File: config.mk
export PLATFORM = sky130hd
export DESIGN_NAME = labs_energy_sched
export DESIGN_NICKNAME = d
export VERILOG_FILES = /design/src/rtl/labs_energy_sched.sv
export SDC_FILE = /design/constraint.sdc
export NUM_CORES = 1
export LEC_CHECK = 0
export BUFFER_PORTS_ARGS = -buffer_cell sky130_fd_sc_hd__buf_2
export CAP_MARGIN = 20
export CORE_ASPECT_RATIO = 0.8
export CORE_UTILIZATION = 58
export DETAILED_ROUTE_END_ITERATION = 8
export PLACE_DENSITY_LB_ADDON = 0.1
export SLEW_MARGIN = 20
export SYNTH_ARGS = -nofsm -noshare
export SYNTH_HDL_FRONTEND = slang
export SYNTH_SLANG_ARGS = --single-unit
File: constraint.sdc
create_clock -name clk -period 11 [get_ports clk]
set_input_delay 0.55 -clock clk [delete_from_list [all_inputs] [get_ports clk]]
set_output_delay 0.55 -clock clk [all_outputs]
set_load 0.005 [all_outputs]
File: src/rtl/labs_energy_sched.sv
`default_nettype none
// ============================================================================
// Module      : labs_energy_sched
// Description : Sweeps shifts k=1..N-1 of a candidate LABS sequence through an
//               external C_k unit, squares and accumulates the aperiodic
//               correlations into an energy, presents (seq, E) on a
//               valid/ready port and tracks the minimum-energy sequence.
// Revision    : 1.0 - initial release
// ============================================================================
module labs_energy_sched #(
  parameter int SEQ_WIDTH = 8,
  parameter int E_WIDTH   = 16,
  parameter int CNT_WIDTH = 32
) (
  input  logic                 clk,
  input  logic                 rst,
  input  logic                 in_valid,
  output logic                 in_ready,
  input  logic [SEQ_WIDTH-1:0] in_seq,
  output logic [SEQ_WIDTH-1:0] ck_a,
  output logic [SEQ_WIDTH-1:0] ck_b,
  input  logic [7:0]           ck_z,
  output logic                 out_valid,
  input  logic                 out_ready,
  output logic [SEQ_WIDTH-1:0] out_seq,
  output logic [E_WIDTH-1:0]   out_energy,
  input  logic                 clear_best,
  output logic                 best_valid,
  output logic [SEQ_WIDTH-1:0] best_seq,
  output logic [E_WIDTH-1:0]   best_energy,
  output logic [CNT_WIDTH-1:0] eval_count,
  output logic                 busy
);

  // Shift index only needs to reach N-1.
  localparam int                 c_k_w    = $clog2(SEQ_WIDTH);
  localparam logic [c_k_w-1:0]   c_k_last = c_k_w'(SEQ_WIDTH - 1);
  localparam logic [SEQ_WIDTH-1:0] c_ones = '1;

  typedef enum logic [1:0] {
    S_IDLE  = 2'd0,
    S_RUN   = 2'd1,
    S_DRAIN = 2'd2,
    S_DONE  = 2'd3
  } state_t;

  state_t                 r_state;
  state_t                 w_next_state;
  logic [SEQ_WIDTH-1:0]   r_seq;
  logic [c_k_w-1:0]       r_k;
  logic                   r_pending;
  logic [c_k_w-1:0]       r_pend_k;
  logic [E_WIDTH-1:0]     r_acc;
  logic                   r_out_valid;
  logic [SEQ_WIDTH-1:0]   r_out_seq;
  logic [E_WIDTH-1:0]     r_out_energy;
  logic                   r_best_valid;
  logic [SEQ_WIDTH-1:0]   r_best_seq;
  logic [E_WIDTH-1:0]     r_best_energy;
  logic [CNT_WIDTH-1:0]   r_eval_count;

  logic [7:0]             w_ck;
  logic [15:0]            w_ck16;
  logic [15:0]            w_sq;
  logic [E_WIDTH-1:0]     w_term;
  logic [E_WIDTH-1:0]     w_energy;

  // The k padded top positions of both operands are zero and always match, so
  // the raw score exceeds the aperiodic C_k by exactly the issued shift.
  assign w_ck     = ck_z - 8'(r_pend_k);
  assign w_ck16   = {{8{w_ck[7]}}, w_ck};
  // Low 16 bits of the two's-complement product are the exact square.
  assign w_sq     = w_ck16 * w_ck16;
  assign w_term   = E_WIDTH'(w_sq);
  assign w_energy = r_acc + w_term;

  // Operands come purely from registers so there is no input-to-output path.
  assign ck_a = r_seq >> r_k;
  assign ck_b = r_seq & (c_ones >> r_k);

  assign in_ready    = (r_state == S_IDLE);
  assign busy        = (r_state != S_IDLE);
  assign out_valid   = r_out_valid;
  assign out_seq     = r_out_seq;
  assign out_energy  = r_out_energy;
  assign best_valid  = r_best_valid;
  assign best_seq    = r_best_seq;
  assign best_energy = r_best_energy;
  assign eval_count  = r_eval_count;

  // State register.
  always_ff @(posedge clk) begin
    if (rst) r_state <= S_IDLE;
    else     r_state <= w_next_state;
  end

  // Next-state decode.
  always_comb begin
    w_next_state = r_state;
    case (r_state)
      S_IDLE:  if (in_valid)          w_next_state = S_RUN;
      S_RUN:   if (r_k == c_k_last)   w_next_state = S_DRAIN;
      S_DRAIN:                        w_next_state = S_DONE;
      S_DONE:  if (out_ready)         w_next_state = S_IDLE;
      default:                        w_next_state = S_IDLE;
    endcase
  end

  // Shift sequencing and energy accumulation.
  always_ff @(posedge clk) begin
    if (rst) begin
      r_seq     <= '0;
      r_k       <= '0;
      r_pending <= 1'b0;
      r_pend_k  <= '0;
      r_acc     <= '0;
    end else begin
      case (r_state)
        S_IDLE: begin
          r_pending <= 1'b0;
          if (in_valid) begin
            r_seq <= in_seq;
            r_k   <= c_k_w'(1);
            r_acc <= '0;
          end
        end
        S_RUN: begin
          r_pending <= 1'b1;
          r_pend_k  <= r_k;
          if (r_pending)        r_acc <= w_energy;
          if (r_k != c_k_last)  r_k   <= r_k + c_k_w'(1);
        end
        default: r_pending <= 1'b0;
      endcase
    end
  end

  // Result port and completed-result counter.
  always_ff @(posedge clk) begin
    if (rst) begin
      r_out_valid  <= 1'b0;
      r_out_seq    <= '0;
      r_out_energy <= '0;
      r_eval_count <= '0;
    end else if (r_state == S_DRAIN) begin
      r_out_valid  <= 1'b1;
      r_out_seq    <= r_seq;
      r_out_energy <= w_energy;
      r_eval_count <= r_eval_count + CNT_WIDTH'(1);
    end else if (r_state == S_DONE && out_ready) begin
      r_out_valid  <= 1'b0;
    end
  end

  // Minimum-energy tracking; a clear takes priority over a same-cycle update.
  always_ff @(posedge clk) begin
    if (rst || clear_best) begin
      r_best_valid  <= 1'b0;
      r_best_seq    <= '0;
      r_best_energy <= '1;
    end else if (r_state == S_DRAIN && w_energy < r_best_energy) begin
      r_best_valid  <= 1'b1;
      r_best_seq    <= r_seq;
      r_best_energy <= w_energy;
    end
  end

endmodule
`default_nettype wire

### Word level (Yosys, flattened, before mapping)

Index checks and enable logic that the tools add are counted.

* register bits: 115
* output and inout bits: 100
* word-level logic and storage cells: 56

* add/sub/neg operators: 4
* multiply operators: 1
* magnitude comparators: 1
* equality and inequality tests: 10
* shifts and indexed selects: 2
* muxes and demuxes: 13
* bitwise operators: 1
* reductions and logical operators: 11

Operators with widths (number)
* 32-bit by 1-bit adder with 32-bit output, second input constant: 1
* 16-bit 2-to-1 mux: 2
* 16-bit case mux with 2 select lines: 1
* 16-bit adder: 1
* 16-bit less-than comparator: 1
* 8-bit by 8-bit multiplier with 16-bit output: 1
* 2-bit != test, second input constant: 5
* 3-bit AND reduction: 3
* 8-bit bitwise AND: 1
* 2-bit case mux with 4 select lines: 1
* 8-bit by 3-bit right shift with 8-bit output: 1
* 8-bit by 3-bit right shift with 8-bit output, first input constant: 1
* 8-bit by 3-bit subtractor with 8-bit output: 1
* 2-bit 2-to-1 mux: 3
* 3-bit 2-to-1 mux: 2
* 3-bit case mux with 2 select lines: 1
* 2-bit nonzero test: 3
* 2-bit == test, second input constant: 2
* 3-bit by 1-bit adder with 3-bit output, second input constant: 1
* 3-bit == test, second input constant: 1
* 1-bit 2-to-1 mux: 3
* 3-bit != test, second input constant: 1
* 2-bit by 1-bit == test with 1-bit output, second input constant: 1
* 1-bit logical AND: 2
* other kinds (3): 3

### Depth between registers and ports, before layout

Gate-level depths: netlist of run 1.

* depth after elaboration: 5
* gate-level depth with buffers: 34

### Least setup slack after synthesis of run 1

No wires, ideal clock.

* kind: input to register
* start: in ck_z[1]
* end: reg r_best_energy[3], in the netlist best_energy[3]
* library setup time: 0.129 ns
* arrival: 7.915 ns
* required time: 10.871 ns
* path slack: 2.956 ns
* stages: 30
* path buffers: 2
* cell sequence: ha_1 > nor2b_1 > o21ai_1 > nand4b_1 > xnor2_1 > inv_2 > nor2_1 > inv_1 > fa_1 > inv_1 > fa_1 > fa_1 > fa_1 > inv_1 > fa_1 > inv_1 > ha_1 > inv_1 > o21a_1 > o2111a_1 > or4_4 > ha_1 > nand4_1 > nor2_1 > o2111ai_1 > o211ai_1 > buf_2 > buf_2 > mux2i_1 > nand2_1

* cells in the longest elaborated chain, start to end: 5

Ends and longest elaborated chain
* start: declaration: RTL line 22 `input logic [7:0] ck_z,`
* 8-bit by 3-bit subtractor with 8-bit output: RTL line 70 `assign w_ck = ck_z - 8'(r_pend_k);`
* 8-bit by 8-bit multiplier with 16-bit output: RTL line 73 `assign w_sq = w_ck16 * w_ck16;`
* 16-bit adder: RTL line 75 `assign w_energy = r_acc + w_term;`
* via w_energy[14]: RTL line 66 `logic [E_WIDTH-1:0] w_energy;`
* 16-bit less-than comparator: RTL line 161 `end else if (r_state == S_DRAIN && w_energy < r_best_energy) begin`
* 1-bit logical AND: RTL line 161
* end signal: assignment: RTL line 164 `r_best_energy <= w_energy;`
* end: declaration: RTL line 59 `logic [E_WIDTH-1:0] r_best_energy;`

The timed path passes the listed nets, and every way through them passes these cells.
A chain may end at the register's enable or synchronous reset.

### Worst setup path in the final report of run 1

* start: reg r_pend_k[1]
* end: reg r_best_seq[3], in the netlist best_seq[3]

* cells in the longest elaborated chain, start to end: 5

Ends and longest elaborated chain
* start: declaration: RTL line 52 `logic [c_k_w-1:0] r_pend_k;`
* start signal: assignment: RTL line 129 `r_pend_k <= r_k;`
* 8-bit by 3-bit subtractor with 8-bit output: RTL line 70
* 8-bit by 8-bit multiplier with 16-bit output: RTL line 73
* 16-bit adder: RTL line 75
* via w_energy[11]: RTL line 66
* 16-bit less-than comparator: RTL line 161
* 1-bit logical AND: RTL line 161
* end signal: assignment: RTL line 163 `r_best_seq <= r_seq;`
* end: declaration: RTL line 58 `logic [SEQ_WIDTH-1:0] r_best_seq;`

The timed path passes the listed nets, and every way through them passes these cells.

==> run metrics, run 1 <==
ports placed on the boundary=121; clock latency on the worst-skew pair=0.41 ns; number of global-route vias before repair=5,968; most common cell after layout, fill and taps aside=sky130_fd_sc_hd__buf_2; global-route wire length before repair=29.71 mm; area enclosed by the die boundary=0.01411 mm^2; leftover overflow at the end of global routing=0; post-placement cell count=1,139; Inserted Clock Buffers=17; sum of negative setup slack=0 ns; final critical-path share of the clock period=0.7920; longest individual stage delay on the worst path=0.73 ns; class of the tightest hold or removal check=input port to flip-flop; buffers inserted during post-CTS setup optimization=0; non-filler instance count after layout=1,172; fraction of layout cells with a size suffix above 1=0.1765; total of hold buffers inserted after clock tree synthesis=0; worst slew margin relative to its limit=0.3691; synth-to-layout area growth=17.92%; Chip Width=132.6 um; number of buffers on the longest clock path=2; final estimated routing congestion in global placement=0.8366; clock sink total=115; cell at the slowest stage of the critical path=sky130_fd_sc_hd__nor2_1; number of enable-type register cells in the synthesized netlist=0; DRC violation count after routing=0; largest net degree at the start of global routing=86; drt first-iter violations=379; initial standard-cell utilization of the core=0.6038; wire length per cell after detailed routing=14.85 um; timing-limited maximum frequency=114.8 MHz; core area=0.01310 mm^2; setup repair after global routing missed its margin=false; net total in the final layout=1,139; start-to-end type of the worst setup path=flip-flop to flip-flop; root cell of the clock tree=sky130_fd_sc_hd__clkbuf_16; CP endpoint kind=flip-flop; Post-Synthesis Cell Area=0.007910 mm^2; leading register cell type out of synthesis=sky130_fd_sc_hd__dfxtp_1; Tightest Pin Transition=0.9429 ns; final cell utilization of the core=0.7120; hold violation total from the final report=0; final slew viol count=0; total of flip-flops plus latches after synthesis=115; all-layer global routing usage=0.2682; TritonCTS clock tree=yes; post-route antenna net violation count=0; Setup-failing EPs final=0; number of buffer cells added on primary ports=120; total inserted antenna cells=0; Via Count=6,168; critical path startpoint category=flip-flop; aggregate routed wire length=17.41 mm; first-pass iteration count of the detailed router=5; count of warnings emitted by yosys=0; clock transition at the registers of the reported paths=0.05 ns; critical-path maximum fanout=17; cell row count=37; max-cap violations=0; Crit path required time=11.28 ns; filler instances=1,026; number of H-tree branching levels=4; number of instances resized during post-cts repair=0; result of the run=completed; Final min period=8.712 ns; number of antenna violations at the first check in global routing=0; commonest cells after routing, fill and taps aside=sky130_fd_sc_hd__buf_2, sky130_fd_sc_hd__dfxtp_1, sky130_fd_sc_hd__inv_1; distinct cell type count of the synthesized netlist=53; HPWL Detailed=13.11 mm; register area share after synthesis=0.2910; Post-Synthesis Cells=866; Mapped Nets=1,021; setup skew after layout=0.01140 ns; Post-Syn Area per Cell=9.134 um^2; crit path DAT=8.99 ns; share of flip-flops with an asynchronous set or reset after synthesis=0; hold slack final=0.4033 ns; vias per cell=5.263; height of the chip=106.5 um
[per-layer routing]
layer / GRT usage / up-vias / share of wire
met2: 0.4211 / 136 / 0.45
met5: 0 / - / 0
met1: 0.3809 / 2926 / 0.49
met4: 0.07553 / 0 / 0.012
li1: - / 3088 / -
met3: 0.04435 / 18 / 0.045
[registers in the layout (all words and copies together), names as in the netlist]
register,count
r_seq,8
r_pend_k,3
best_energy,16
out_energy,16
best_valid,1
out_valid,1
r_pending,1
best_seq,8
r_k,3
r_state,2
out_seq,8
eval_count,32
r_acc,16
[synth_stat cells (2+ instances only)]
cell / number / share of area
sky130_fd_sc_hd__nand3_1: 28 / 0.018
sky130_fd_sc_hd__o21ai_0: 15 / 0.0095
sky130_fd_sc_hd__and3_1: 5 / 0.0040
sky130_fd_sc_hd__a21oi_1: 44 / 0.028
sky130_fd_sc_hd__xor2_1: 29 / 0.032
sky130_fd_sc_hd__and2_1: 5 / 0.0040
sky130_fd_sc_hd__mux2_2: 2 / 0.0028
sky130_fd_sc_hd__inv_2: 2 / 0.00095
sky130_fd_sc_hd__or2_2: 6 / 0.0047
sky130_fd_sc_hd__ha_1: 70 / 0.11
sky130_fd_sc_hd__and4_1: 2 / 0.0022
sky130_fd_sc_hd__nand2b_1: 8 / 0.0063
sky130_fd_sc_hd__inv_1: 110 / 0.052
sky130_fd_sc_hd__a31oi_1: 3 / 0.0024
sky130_fd_sc_hd__o21bai_1: 3 / 0.0028
sky130_fd_sc_hd__or3_1: 5 / 0.0040
sky130_fd_sc_hd__fa_1: 64 / 0.16
sky130_fd_sc_hd__nor2_1: 104 / 0.049
sky130_fd_sc_hd__nand4_1: 10 / 0.0079
sky130_fd_sc_hd__mux2i_1: 53 / 0.067
sky130_fd_sc_hd__nand3b_1: 2 / 0.0019
sky130_fd_sc_hd__nor4_2: 2 / 0.0032
sky130_fd_sc_hd__clkbuf_1: 17 / 0.0081
sky130_fd_sc_hd__a211oi_1: 4 / 0.0038
sky130_fd_sc_hd__buf_1: 5 / 0.0024
sky130_fd_sc_hd__nand2_1: 69 / 0.033
sky130_fd_sc_hd__nor3_1: 5 / 0.0032
sky130_fd_sc_hd__o21a_1: 2 / 0.0019
sky130_fd_sc_hd__o311ai_0: 2 / 0.0022
sky130_fd_sc_hd__xnor2_1: 25 / 0.028
sky130_fd_sc_hd__o22ai_1: 3 / 0.0024
sky130_fd_sc_hd__a21o_1: 7 / 0.0066
sky130_fd_sc_hd__o21ai_1: 3 / 0.0019
sky130_fd_sc_hd__a22o_1: 9 / 0.010
sky130_fd_sc_hd__o31ai_1: 2 / 0.0019
sky130_fd_sc_hd__a21boi_0: 2 / 0.0019
sky130_fd_sc_hd__buf_2: 4 / 0.0025
sky130_fd_sc_hd__dfxtp_1: 115 / 0.29
sky130_fd_sc_hd__nor2b_1: 6 / 0.0047
[cell families after synthesis]
| kind of cell | count (synthesis) | synth area share |
|---|---|---|
| DFF | 115 | 0.2910 |
| and+or+nand+nor | 265 | 0.1582 |
| buffers and inverters | 139 | 0.06707 |
| AOI/OAI and AO/OA | 104 | 0.08130 |
| muxes | 55 | 0.06991 |
| adders and majority gates | 134 | 0.2727 |
| xor gates and xnor gates | 54 | 0.05979 |
[final cells by class]
class | instances | area, um^2 | share of cell area
clock buffer | 20 | 456.7 | 0.04896
multi-input combinational | 612 | 5080 | 0.5446
tap | 175 | 219.0 | 0.02347
inverter | 112 | 420.4 | 0.04507
clock inverter | 12 | 203.9 | 0.02186
sequential | 115 | 2302 | 0.2468
timing repair buffer | 126 | 645.6 | 0.06922
[through the flow]
stage          area [um^2]  setup WS [ns]
6_report              9328          2.288
5_1_grt               9328          1.521
4_1_cts               9320          2.333
3_5_place_dp          8660          2.165
3_3_place_gp          8660          2.491
2_1_floorplan         7910          2.956
[worst paths after layout]
path / from / end / slack [ns] / depth (start not counted)
worst max-delay path: r_pend_k[1]$_SDFFE_PP0P_ / best_seq[3]$_SDFFE_PP0P_ / 2.29 / 32
worst min-delay path: in_seq[6] / r_seq[6]$_SDFFE_PP0P_ / 0.40 / 3
worst max register to register: r_pend_k[1]$_SDFFE_PP0P_ / best_seq[3]$_SDFFE_PP0P_ / 2.29 / 32
worst min register to register: r_acc[2]$_SDFFE_PP0P_ / r_acc[2]$_SDFFE_PP0P_ / 0.46 / 2
[critical path: cells and delay by family, from the launching register on]
kind | cells | cell delay, ns
AOI/OAI and AO/OA | 6 | 1.22
xor gates and xnor gates | 2 | 0.75
adders and majority gates | 8 | 3.42
buffers and inverters | 8 | 0.97
DFF | 1 | 0.36
muxes | 1 | 0.28
and+or+nand+nor | 7 | 1.58
Power of run 1 is left out: the tool's default activity adds up to more than one toggle a clock period on the data nets, which glitch-free logic cannot reach.
==> run 2, diff against run 1 <==
==> constraint.sdc (replaced) <==
create_clock -name clk -period 8.32 [get_ports clk]
set_input_delay 0.416 -clock clk [delete_from_list [all_inputs] [get_ports clk]]
set_output_delay 0.416 -clock clk [all_outputs]
set_load 0.005 [all_outputs]
==> run 2 against run 1 <==
Final cell count increased by 0.43%. Critical path depth decreased by 5. Core utilization decreased by 0.31 points. Sequential cell count unchanged. Hold slack got worse by 0.14 ns. Non-clock buffer count increased by 6. Final area decreased by 0.43%. Highest routed layer unchanged.
==> run metrics, run 2 (same netlist as run 1, synthesis figures left out) <==
cell row count=37; hold violation total from the final report=0; CP endpoint kind=flip-flop; most frequent cell on the critical path=sky130_fd_sc_hd__fa_1; number of H-tree branching levels=4; worst setup slack after layout=0.4126 ns; global-route wire length before repair=29.33 mm; number of buffers on the longest clock path=2; critical-path maximum fanout=18; aggregate routed wire length=17.36 mm; Inserted Clock Buffers=17; first-pass iteration count of the detailed router=4; total of hold buffers inserted after clock tree synthesis=0; filler instances=1,053; wire length per cell after detailed routing=14.75 um; longest individual stage delay on the worst path=0.54 ns; final critical-path share of the clock period=0.9504; clock sink total=115; fraction of layout cells with a size suffix above 1=0.1816; timing-limited maximum frequency=126.5 MHz; class of the tightest hold or removal check=input port to flip-flop; Setup-failing EPs final=0; final slew viol count=0; DRC violation count after routing=0; crit path buf inv count=4; most common cell after layout, fill and taps aside=sky130_fd_sc_hd__buf_2; TritonCTS clock tree=yes; Via Count=6,223; commonest cells after routing, fill and taps aside=sky130_fd_sc_hd__buf_2, sky130_fd_sc_hd__dfxtp_1, sky130_fd_sc_hd__inv_1; Final min period=7.907 ns; hold slack final=0.2633 ns; cell family with the largest share of critical-path delay=adder cells; vias per cell=5.287; logic depth of the worst setup path including buffers=27; crit path DAT=8.16 ns; ports placed on the boundary=121; Crit path required time=8.57 ns; cell at the slowest stage of the critical path=sky130_fd_sc_hd__or4_4; core area=0.01310 mm^2; worst slew margin relative to its limit=0.3332; hold depth=3; Tightest Pin Transition=0.9965 ns; drt first-iter violations=451; all-layer global routing usage=0.2639; height of the chip=106.5 um; start-to-end type of the worst setup path=flip-flop to flip-flop; clock latency on the worst-skew pair=0.41 ns; number of buffer cells added on primary ports=120; post-placement cell count=1,146; reg2reg setup slack=0.41 ns; post-route antenna net violation count=0; largest net degree at the start of global routing=86; Chip Width=132.6 um; net total in the final layout=1,145; max-cap violations=0; sequential standard cell area=0.002302 mm^2; Place WS=0.2864 ns; clock transition at the registers of the reported paths=0.06 ns; critical path startpoint category=flip-flop; multi-input logic area=0.005085 mm^2; number of antenna violations at the first check in global routing=0; final estimated routing congestion in global placement=0.8682; setup skew after layout=0.009112 ns; total inserted antenna cells=0; result of the run=completed; non-filler instance count after layout=1,177; initial standard-cell utilization of the core=0.6038; HPWL Detailed=13.21 mm; R2R depth=27; synth-to-layout area growth=17.42%; number of flip-flops under the largest register name=32; area enclosed by the die boundary=0.01411 mm^2; leftover overflow at the end of global routing=0; number of global-route vias before repair=5,938; root cell of the clock tree=sky130_fd_sc_hd__clkbuf_16
[run 2: changes by cell type in the layout (fill, tap and decap cells not counted), sizes merged]
cell | previous run | this run
clkinv | 4 | 7
buf | 126 | 132
inv | 112 | 113
bufinv | 5 | 2
clkbuf | 20 | 18
[run 2: cell type report]
| cell class | count | area share |
|---|---|---|
| Tap cell | 175 | 0.02358 |
| Clock inverter | 13 | 0.01482 |
| Inverter | 112 | 0.04526 |
| Timing Repair Buffer | 132 | 0.07477 |
| Sequential cell | 115 | 0.2479 |
| Multi-Input combinational cell | 612 | 0.5475 |
| Clock buffer | 18 | 0.04621 |
[run 2: worst paths after layout]
path | start | to
setup reg to reg | r_pend_k[0]$_SDFFE_PP0P_ | best_energy[8]$_SDFFE_PP1P_
hold reg to reg | r_acc[2]$_SDFFE_PP0P_ | r_acc[2]$_SDFFE_PP0P_
setup / recovery | r_pend_k[0]$_SDFFE_PP0P_ | best_energy[8]$_SDFFE_PP1P_
hold / removal | in_seq[7] | r_seq[7]$_SDFFE_PP0P_
[run 2: repair_timing]
item,CTS,global route
buffers inserted,0,0
setup endpoints to repair,0,16
gates resized for setup,0,3
[run 2: stage by stage]
step                area, um^2  utilization  setup TNS (ns)
floorplan                 7910            -               0
global placement          8712       0.6650               0
detailed placement        8712       0.6650               0
CTS                       9279       0.7082               0
global route              9288       0.7089         -0.1020
finish                    9288       0.7089               0
[run 2: worst min-delay path: stages]
cell                      delay, ns
sky130_fd_sc_hd__buf_2         0.09
sky130_fd_sc_hd__nand3_1       0.05
sky130_fd_sc_hd__a21oi_1       0.05
[run 2: metal layers]
layer  up-vias  GRT usage  part of all wire
li1       3085          -                 -
met1      2978     0.3643              0.47
met2       151     0.4135              0.46
met3         9    0.07344             0.065
met4         0    0.05419            0.0056
met5         -          0                 0
Power of run 2 is left out for the same reason.
